## src/rtl/pe_pkg.sv

```systemverilog
// Shared types and helpers for the MAC processing element.
//   pe_state_t      : accumulation FSM state (IDLE / RUN)
//   pe_sat_hi/lo    : accumulator bounds for a given width and arithmetic mode
package pe_pkg;

  typedef enum logic [0:0] {
    IDLE = 1'b0,
    RUN  = 1'b1
  } pe_state_t;

  // Bounds are returned as wide signed values; callers truncate to their own width.
  localparam int unsigned BOUND_W = 64;

  // Largest representable accumulator value.
  function automatic logic signed [BOUND_W-1:0] pe_sat_hi(input int unsigned acc_w,
                                                          input logic is_signed);
    logic signed [BOUND_W-1:0] one;
    one = 64'sd1;
    return is_signed ? (one <<< (acc_w - 1)) - one : (one <<< acc_w) - one;
  endfunction

  // Smallest representable accumulator value.
  function automatic logic signed [BOUND_W-1:0] pe_sat_lo(input int unsigned acc_w,
                                                          input logic is_signed);
    logic signed [BOUND_W-1:0] one;
    one = 64'sd1;
    return is_signed ? -(one <<< (acc_w - 1)) : 64'sd0;
  endfunction

endpackage

```

## src/rtl/pe_mac_acc.sv

```systemverilog
// Accumulate stage of the MAC PE: extends each product, adds it to the running
// sum, detects overflow against the mode's bounds, clamps or wraps, keeps a
// sticky overflow bit and registers the final sum as a one-cycle result.
// Ports:
//   p_vld/p_first/p_last/p_signed/p_prod : registered product beat
//   res_vld/res_data/res_ovf             : result strobe, sum, overflow flag
module pe_mac_acc
  import pe_pkg::*;
#(
  parameter int unsigned DATA_W = 8,
  parameter int unsigned ACC_W  = 24,
  parameter int unsigned SAT_EN = 1
) (
  input  logic                clk,
  input  logic                rst_n,
  input  logic                p_vld,
  input  logic                p_first,
  input  logic                p_last,
  input  logic                p_signed,
  input  logic [2*DATA_W-1:0] p_prod,
  output logic                res_vld,
  output logic [ACC_W-1:0]    res_data,
  output logic                res_ovf
);

  localparam int unsigned PROD_W = 2 * DATA_W;
  // Two guard bits: the unsigned sum needs ACC_W+1 magnitude bits plus a sign.
  localparam int unsigned SUM_W  = ACC_W + 2;

  logic [ACC_W-1:0]        acc_q, acc_d;
  logic                    ovf_q, ovf_d;
  logic                    fin_q, fin_d;
  logic                    res_vld_q;
  logic [ACC_W-1:0]        res_data_q;
  logic                    res_ovf_q;
  logic signed [SUM_W-1:0] base_c, prod_c, sum_c, hi_c, lo_c;
  logic                    acc_sx_c, prod_sx_c, hit_c;

  // Extend, add, range check and clamp/wrap.
  always_comb begin
    acc_sx_c  = p_signed & acc_q[ACC_W-1];
    prod_sx_c = p_signed & p_prod[PROD_W-1];
    base_c    = p_first ? '0 : $signed({{2{acc_sx_c}}, acc_q});
    prod_c    = $signed({{(SUM_W-PROD_W){prod_sx_c}}, p_prod});
    sum_c     = base_c + prod_c;
    hi_c      = SUM_W'(pe_sat_hi(ACC_W, p_signed));
    lo_c      = SUM_W'(pe_sat_lo(ACC_W, p_signed));
    hit_c     = 1'b0;
    acc_d     = acc_q;
    ovf_d     = ovf_q;
    fin_d     = p_vld & p_last;
    if (p_vld) begin
      acc_d = sum_c[ACC_W-1:0];
      if (sum_c > hi_c) begin
        hit_c = 1'b1;
        if (SAT_EN != 0) acc_d = hi_c[ACC_W-1:0];
      end else if (sum_c < lo_c) begin
        hit_c = 1'b1;
        if (SAT_EN != 0) acc_d = lo_c[ACC_W-1:0];
      end
      ovf_d = (ovf_q & ~p_first) | hit_c;
    end
  end

  // Accumulator state, then result register one cycle behind it.
  always_ff @(posedge clk or negedge rst_n) begin
    if (!rst_n) begin
      acc_q      <= '0;
      ovf_q      <= 1'b0;
      fin_q      <= 1'b0;
      res_vld_q  <= 1'b0;
      res_data_q <= '0;
      res_ovf_q  <= 1'b0;
    end else begin
      acc_q     <= acc_d;
      ovf_q     <= ovf_d;
      fin_q     <= fin_d;
      res_vld_q <= fin_q;
      if (fin_q) begin
        res_data_q <= acc_q;
        res_ovf_q  <= ovf_q;
      end
    end
  end

  assign res_vld  = res_vld_q;
  assign res_data = res_data_q;
  assign res_ovf  = res_ovf_q;

endmodule

```

## src/rtl/pe_mac.sv

```systemverilog
// Output-stationary multiply-accumulate PE for the systolic array.
// Forwards both operand streams east/south with one cycle of delay, multiplies
// matched operand pairs and accumulates them into a local dot product.
// Ports:
//   in0_*/in1_*   : operand streams A/B          out0_*/out1_* : forwarded copies
//   pe_en         : MAC enable (not forwarding)  signed_en     : mode, latched on first beat
//   acc_clr/last  : accumulation framing         pe_doing      : busy
//   res_vld/res_data/res_ovf : result strobe, sum, overflow
module pe_mac
  import pe_pkg::*;
#(
  parameter int unsigned DATA_W = 8,
  parameter int unsigned ACC_W  = 24,
  parameter int unsigned SAT_EN = 1
) (
  input  logic              clk,
  input  logic              rst_n,
  input  logic              in0_vld,
  input  logic [DATA_W-1:0] in0_data,
  input  logic              in1_vld,
  input  logic [DATA_W-1:0] in1_data,
  input  logic              pe_en,
  input  logic              signed_en,
  input  logic              acc_clr,
  input  logic              acc_last,
  output logic              out0_vld,
  output logic [DATA_W-1:0] out0_data,
  output logic              out1_vld,
  output logic [DATA_W-1:0] out1_data,
  output logic              pe_doing,
  output logic              res_vld,
  output logic [ACC_W-1:0]  res_data,
  output logic              res_ovf
);

  localparam int unsigned PROD_W = 2 * DATA_W;

  pe_state_t          state_q, state_d;
  logic               out0_vld_q, out1_vld_q;
  logic [DATA_W-1:0]  out0_data_q, out1_data_q;
  logic               mode_q;
  logic               p_vld_q, p_first_q, p_last_q, p_signed_q;
  logic [PROD_W-1:0]  p_prod_q;
  logic               fire_c, first_c, eff_signed_c;
  logic signed [PROD_W-1:0] prod_s_c;
  logic [PROD_W-1:0]  prod_u_c;

  assign fire_c = in0_vld & in1_vld & pe_en;

  // Operand forwarding: valid every cycle, data only on valid.
  always_ff @(posedge clk or negedge rst_n) begin
    if (!rst_n) begin
      out0_vld_q  <= 1'b0;
      out1_vld_q  <= 1'b0;
      out0_data_q <= '0;
      out1_data_q <= '0;
    end else begin
      out0_vld_q <= in0_vld;
      out1_vld_q <= in1_vld;
      if (in0_vld) out0_data_q <= in0_data;
      if (in1_vld) out1_data_q <= in1_data;
    end
  end

  // FSM state register.
  always_ff @(posedge clk or negedge rst_n) begin
    if (!rst_n) state_q <= IDLE;
    else        state_q <= state_d;
  end

  // FSM next state; an abort (clr without last) in RUN stays in RUN.
  always_comb begin
    state_d = state_q;
    if (fire_c) begin
      case (state_q)
        IDLE:    state_d = acc_last ? IDLE : RUN;
        RUN:     state_d = acc_last ? IDLE : RUN;
        default: state_d = IDLE;
      endcase
    end
  end

  // FSM outputs: any fire in IDLE starts a fresh accumulation.
  always_comb begin
    first_c      = fire_c & ((state_q == IDLE) | acc_clr);
    eff_signed_c = first_c ? signed_en : mode_q;
    pe_doing     = (state_q == RUN) | p_vld_q;
  end

  assign prod_s_c = $signed({{DATA_W{in0_data[DATA_W-1]}}, in0_data}) *
                    $signed({{DATA_W{in1_data[DATA_W-1]}}, in1_data});
  assign prod_u_c = {{DATA_W{1'b0}}, in0_data} * {{DATA_W{1'b0}}, in1_data};

  // Stage P: product register plus beat framing and mode latch.
  always_ff @(posedge clk or negedge rst_n) begin
    if (!rst_n) begin
      mode_q     <= 1'b0;
      p_vld_q    <= 1'b0;
      p_first_q  <= 1'b0;
      p_last_q   <= 1'b0;
      p_signed_q <= 1'b0;
      p_prod_q   <= '0;
    end else begin
      p_vld_q <= fire_c;
      if (first_c) mode_q <= signed_en;
      if (fire_c) begin
        p_first_q  <= first_c;
        p_last_q   <= acc_last;
        p_signed_q <= eff_signed_c;
        p_prod_q   <= eff_signed_c ? PROD_W'(prod_s_c) : prod_u_c;
      end
    end
  end

  pe_mac_acc #(
    .DATA_W (DATA_W),
    .ACC_W  (ACC_W),
    .SAT_EN (SAT_EN)
  ) u_acc (
    .clk      (clk),
    .rst_n    (rst_n),
    .p_vld    (p_vld_q),
    .p_first  (p_first_q),
    .p_last   (p_last_q),
    .p_signed (p_signed_q),
    .p_prod   (p_prod_q),
    .res_vld  (res_vld),
    .res_data (res_data),
    .res_ovf  (res_ovf)
  );

  assign out0_vld  = out0_vld_q;
  assign out0_data = out0_data_q;
  assign out1_vld  = out1_vld_q;
  assign out1_data = out1_data_q;

endmodule

```

## config.mk

```make
export PLATFORM = sky130hd
export DESIGN_NAME = pe_mac
export DESIGN_NICKNAME = d
export VERILOG_FILES = /design/src/rtl/pe_pkg.sv /design/src/rtl/pe_mac_acc.sv /design/src/rtl/pe_mac.sv
export SDC_FILE = /design/constraint.sdc
export NUM_CORES = 1
export LEC_CHECK = 0
export BUFFER_PORTS_ARGS = -buffer_cell sky130_fd_sc_hd__buf_2
export CAP_MARGIN = 20
export CORE_UTILIZATION = 55
export CTS_CLUSTER_SIZE = 8
export DETAILED_ROUTE_END_ITERATION = 8
export PLACE_DENSITY = 0.71
export REMOVE_ABC_BUFFERS = 1
export SYNTH_ARGS = -nofsm -noshare
export SYNTH_HDL_FRONTEND = slang
export SYNTH_HIERARCHICAL = 1
export SYNTH_SLANG_ARGS = --single-unit
```

## constraint.sdc

```tcl
create_clock -name clk -period 5.53 [get_ports clk]
set_clock_uncertainty 0.2 [all_clocks]
set_input_delay 0.8295 -clock clk [delete_from_list [all_inputs] [get_ports clk]]
set_output_delay 0.8295 -clock clk [all_outputs]
set_load 0.01 [all_outputs]
```

---- Yosys cells after proc, flatten, opt, wreduce, memory -nomap -nowiden ----
Index checks and enable logic that the tools add are counted.
storage, ports and cells
  register bits ........................... 92
  input port bits ......................... 24
  output and inout port bits .............. 45
  word-level logic and storage cells ...... 45
cells by class
  add/sub/neg operators ................... 1
  multiply operators ...................... 2
  magnitude comparators ................... 2
  muxes and demuxes ....................... 11
  bitwise operators ....................... 12
operator list
  kind              count
  $mux W24          3
  $mux W26          2
  $mul A8 B8 Y16    2
  $add A26 B17 Y26  1
  $gt A26 B26 Y1    1
  $lt A26 B26 Y1    1
  $mux W16          1
  $and A1 B1 Y1     7
  $mux W1           5
  $or A1 B1 Y1      3
  $not A1 Y1        2

---- Longest topological paths before layout ----
  word-level depth ........................ 8
  depth in mapped cells ................... 22
  gate-level depth less buffers ........... 20

---- Cells and area by module ----
Netlist, hierarchy kept.
modules (own cells, without submodules)
  module      instances  cells each  area an instance (um2)  sequential area each (um2)
  pe_mac      1          620         5676.7                  1001.0
  pe_mac_acc  1          437         3920.0                  1301.2

---- Worst setup path after synthesis ----
OpenSTA, ideal clock, no wires.
  path kind ............................... input -> register
  start ................................... input port in0_data[2]
  end ..................................... register p_prod_q[15]
  setup time .............................. 0.126 ns
  arrival time ............................ 5.372 ns
  data required time ...................... 5.204 ns
  slack ................................... -0.168 ns
  stages on the path ...................... 17
  path buffers ............................ 1
  cell sequence ........................... clkbuf_1 > and2_1 > inv_1 > fa_1 > fa_1 > inv_1 > fa_1 > inv_1 > fa_1 > inv_1 > ha_1 > or2_1 > or4b_4 > a2111oi_4 > a21oi_2 > mux2_1 > a221o_1
between the ends
  longest elaborated chain between the ends .. 2
  elaborated cells on any way between the ends .. 3
  those cells by class .................... 2 x mul; 1 x mux
ends and longest elaborated chain
  element                            line                        RTL
  start, declared                    pe_mac.sv:19                input logic [DATA_W-1:0] in0_data,
  $mul A8 B8 Y16 (on tied branches)  pe_mac.sv:92, pe_mac.sv:90
  $mux W16 (*)                       pe_mac.sv:110               p_prod_q <= eff_signed_c ? PROD_W'(prod_s_c) : prod_u_c;
  end signal, assigned               pe_mac.sv:110
  end, declared                      pe_mac.sv:43                logic [PROD_W-1:0] p_prod_q;
Every way passes the cells marked *; elsewhere a longest branch is shown, timed or not.
A chain may end at the register's enable or synchronous reset.

---- Worst setup path after layout ----
  start ................................... input port in1_data[7]
  end ..................................... register p_prod_q[15]
between the ends
  longest elaborated chain between the ends .. 2
  elaborated cells on any way between the ends .. 3
  those cells by class .................... 2 x mul; 1 x mux
ends and longest elaborated chain
  element                            line                        RTL
  start, declared                    pe_mac.sv:21                input logic [DATA_W-1:0] in1_data,
  $mul A8 B8 Y16 (on tied branches)  pe_mac.sv:92, pe_mac.sv:90
  $mux W16 (*)                       pe_mac.sv:110
Marks and branches as above.

==> out/qor.yml <==
dp_hpwl_um: 18600
status: "completed"
clk_pin_slew_ns: 0.07
min_period_ns: 5.40
peakVddDrop_mv: 0.283
cts_buffers: 9
combPwrFrac_pct: 71.2
path_class: "in2reg"
syn_inst: 1057
gp_congestion: 0.905
drt-initial-drc-count: 366
area_growth_pct: 16.0
syn_area_um2: 9600
setup_violations: 0
switching_power_mw: 2.67
ys_warn_count: 6
hold_viol_final: 0
insertedDiodeCount: 0
tritoncts: "built"
synth_top_flop_cell: "dfrtp_1"
wl_per_cell_um: 15.8
pwr-share-seq_pct: 18.9
tightest_slew_ns: 0.825
arrival_ns: 5.45
core_um2: 16800
routed_wl_um: 22400
drc: 0
total_power_mw: 5.73
crit_fanout: 4
leakage_nw: 5.56
r2r_setup_slack_ns: 0.33
num_vias: 7687
reg2reg_from: "p_first_q"
clk_latency_ns: 0.35
cts-root-buf: "clkbuf_16"
num_rows: 47
hold_end: "p_last_q"
max_cap_viol_count: 0
synth_edf_count: 0
hp-class: "reg2reg"
initial_core_util_pct: 57.1
yosys.area_share.adder_pct: 29.3
ant_nets: 0
first_global_vias: 7907
netSwitchingFraction_pct: 46.6
cts_hold_buf: 0
stdcell_count: 1416
seq_area_frac_synth_pct: 24.0
drive_gt1_share_pct: 19.9
h-tree-depth: 3
hold-worst-slack_ns: 0.264
min-delay-start: "p_last_q"
slew_viol_final: 0
dp.cells: 1400
grt_pass1_wl_um: 38000
yosys.area_share.simple_pct: 15.3
io_buffer_count: 68
track_usage_pct: 27.0
timing.final.ws_setup_ns: 0.128
gr-total-overflow: 0
avgSynthCellArea_um2: 9.08
dieWidth_um: 134
die_y_um: 134
synth_compound_area_share_pct: 14.4
synth_mux_area_share_pct: 5.35
clock_path_buffers: 2
reg2reg_to: "u_acc/acc_q[23]"
min_period_over_period_pct: 97.7
grt_start_max_net_pins: 53
synth_xor_area_share_pct: 3.56
worst_setup_path_start_kind: "input port"
synth.ff_latch_count: 92
cp.required_ns: 5.57
ioPinCount: 69
cts.sinks: 92
grt_antenna_before_repair: 0
critPathCaptureType: "flip-flop"
slew_headroom_pct: 44.3
dp_slack_ns: -0.242
nNetsFinal: 1390
viasPerCell: 5.43
holdPathStages: 2
die_area_um2: 18000
drt_first_pass_iters: 6
yosysUniqueCellTypes: 70
power.internal_mw: 3.06
synth_top_family_by_area: "adder cells"
fmax_mhz: 185
pwr-share-clk_pct: 9.9
async_flop_share_pct: 100
r2r_cells: 21
power.density_nw_per_um2: 514
-- placed cells by master, fill, tap and decap left out, types with 4 or more instances in the layout --
master | netlist | routed
a21o_1 | 15 | 15
and3_1 | 4 | 4
a21oi_1 | 39 | 38
mux2_2 | 41 | 41
xnor2_1 | 26 | 26
o21bai_1 | 4 | 4
mux2i_1 | 4 | 4
ha_1 | 87 | 87
a31oi_1 | 26 | 26
o31ai_1 | 7 | 7
fa_1 | 86 | 86
o21ai_0 | 43 | 43
o32a_1 | 6 | 6
o21a_1 | 8 | 8
nand3_1 | 9 | 9
and2_1 | 41 | 39
buf_2 | 3 | 67
nor2b_1 | 30 | 30
inv_1 | 165 | 165
clkbuf_16 | 0 | 9
nand4_1 | 9 | 9
buf_4 | 0 | 95
dfrtp_1 | 92 | 92
xor2_1 | 13 | 13
nor2_1 | 64 | 64
a211oi_1 | 13 | 13
nand2b_1 | 12 | 12
nand2_1 | 96 | 96
nor3_1 | 17 | 16
-- synth_stat cells, drive strengths merged (2+ instances only) --
cell    count  area, um^2
dfrtp      92        2300
inv       165         619
nor3       17        85.1
nand2b     12        75.1
a211oi     13        97.6
nor2       64         240
nor3b       2        15.0
o21ai      44         220
o211a       2        20.0
nor2b      30         188
a311oi      2        17.5
mux2       42         473
a311o       2        20.0
or3         3        18.8
or2         3        18.8
clkbuf     35         131
mux2i       4        40.0
xnor2      26         228
a21oi      40         204
and3        4        25.0
o32a        7        82.6
and2       42         264
and4        2        17.5
o31ai       7        52.6
nand4       9        56.3
nor4        3        18.8
xor2       13         114
buf         5        30.0
fa         86        1720
nand3       9        45.0
ha         87        1090
a31oi      26         163
o311ai      5        43.8
o21bai      4        30.0
a22oi       2        15.0
nand2      96         360
a211o       3        26.3
o211ai      3        27.5
a21boi      2        15.0
o21a        8        60.1
a21o       16         121
o31a        2        17.5
-- per-layer routing --
layer	vias to the layer above	global-route usage [%]	part of all wire, %
met3	28	3.67	2.1
met4	0	7.43	1.6
li1	3801	-	-
met2	113	49.3	51
met5	-	0	0
met1	3745	33.2	45
-- sequential cells by signal, summed over array words and instances, names as in the netlist --
signal,count
mode_q,1
out0_data,8
out0_vld,1
out1_data,8
out1_vld,1
p_first_q,1
p_last_q,1
p_prod_q,16
p_signed_q,1
p_vld_q,1
state_q,1
u_acc/acc_q,24
u_acc/fin_q,1
u_acc/ovf_q,1
u_acc/res_data,24
u_acc/res_ovf,1
u_acc/res_vld,1
-- kinds of logic after synthesis --
| logic type | after synthesis |
|---|---|
| buffers and inverters | 206 |
| xor gates and xnor gates | 39 |
| and+or+nand+nor | 300 |
| muxes | 46 |
| DFF | 92 |
| AOI/OAI and AO/OA | 201 |
| adders and majority gates | 173 |
-- power groups by stage --
stage / clock network [mW] / registers, mW / logic [mW]
after global placement: 0 / 1.09 / 3.93
after floorplan: 0 / 1.11 / 2.68
after CTS: 0.587 / 1.09 / 4.01
after global routing: 0.609 / 1.12 / 4.55
final: 0.569 / 1.08 / 4.08
after detailed placement: 0 / 1.10 / 3.99
-- worst max-delay path by stage --
stage                startpoint               to  slack, ns
global placement    in1_data[7]     p_prod_q[15]      -0.16
global route        in1_data[6]     p_prod_q[15]     -0.007
detailed placement  in1_data[7]     p_prod_q[15]      -0.24
finish              in1_data[7]     p_prod_q[15]       0.13
floorplan           in1_data[7]     p_prod_q[15]       0.04
CTS                   p_first_q  u_acc/acc_q[23]      0.002
-- through the flow --
step                utilization (%)  setup TNS [ns]  cell area, um^2
floorplan                         -               0             9440
global placement               64.1          -0.159            10800
detailed placement             64.1          -0.393            10800
CTS                            65.6               0            11000
global route                   66.2        -0.00692            11100
finish                         66.2               0            11100
-- worst max-delay path, cell delays in order --
cell	delay (ns)
buf_2	0.14
and2_4	0.17
fa_1	0.53
inv_1	0.05
fa_1	0.49
inv_1	0.06
fa_1	0.52
inv_1	0.05
fa_1	0.53
inv_1	0.04
ha_1	0.20
or2_1	0.24
or4b_4	0.58
a2111oi_4	0.39
a21oi_2	0.06
mux2_1	0.31
a221o_1	0.26
-- layout make-up --
class | instances | area (um^2)
clock buffer | 12 | 246
tap | 220 | 275
timing repair buffer | 165 | 1110
clock inverter | 2 | 12.5
multi-input combinational | 759 | 6560
inverter | 166 | 623
sequential | 92 | 2300
fill | 1453 | 5690
-- timing repair --
item | in CTS | in global routing
gates resized for setup | 0 | 14
endpoints found under the setup margin | 0 | 27
setup buffers | 0 | 1
(Power assumes the default switching activity.)
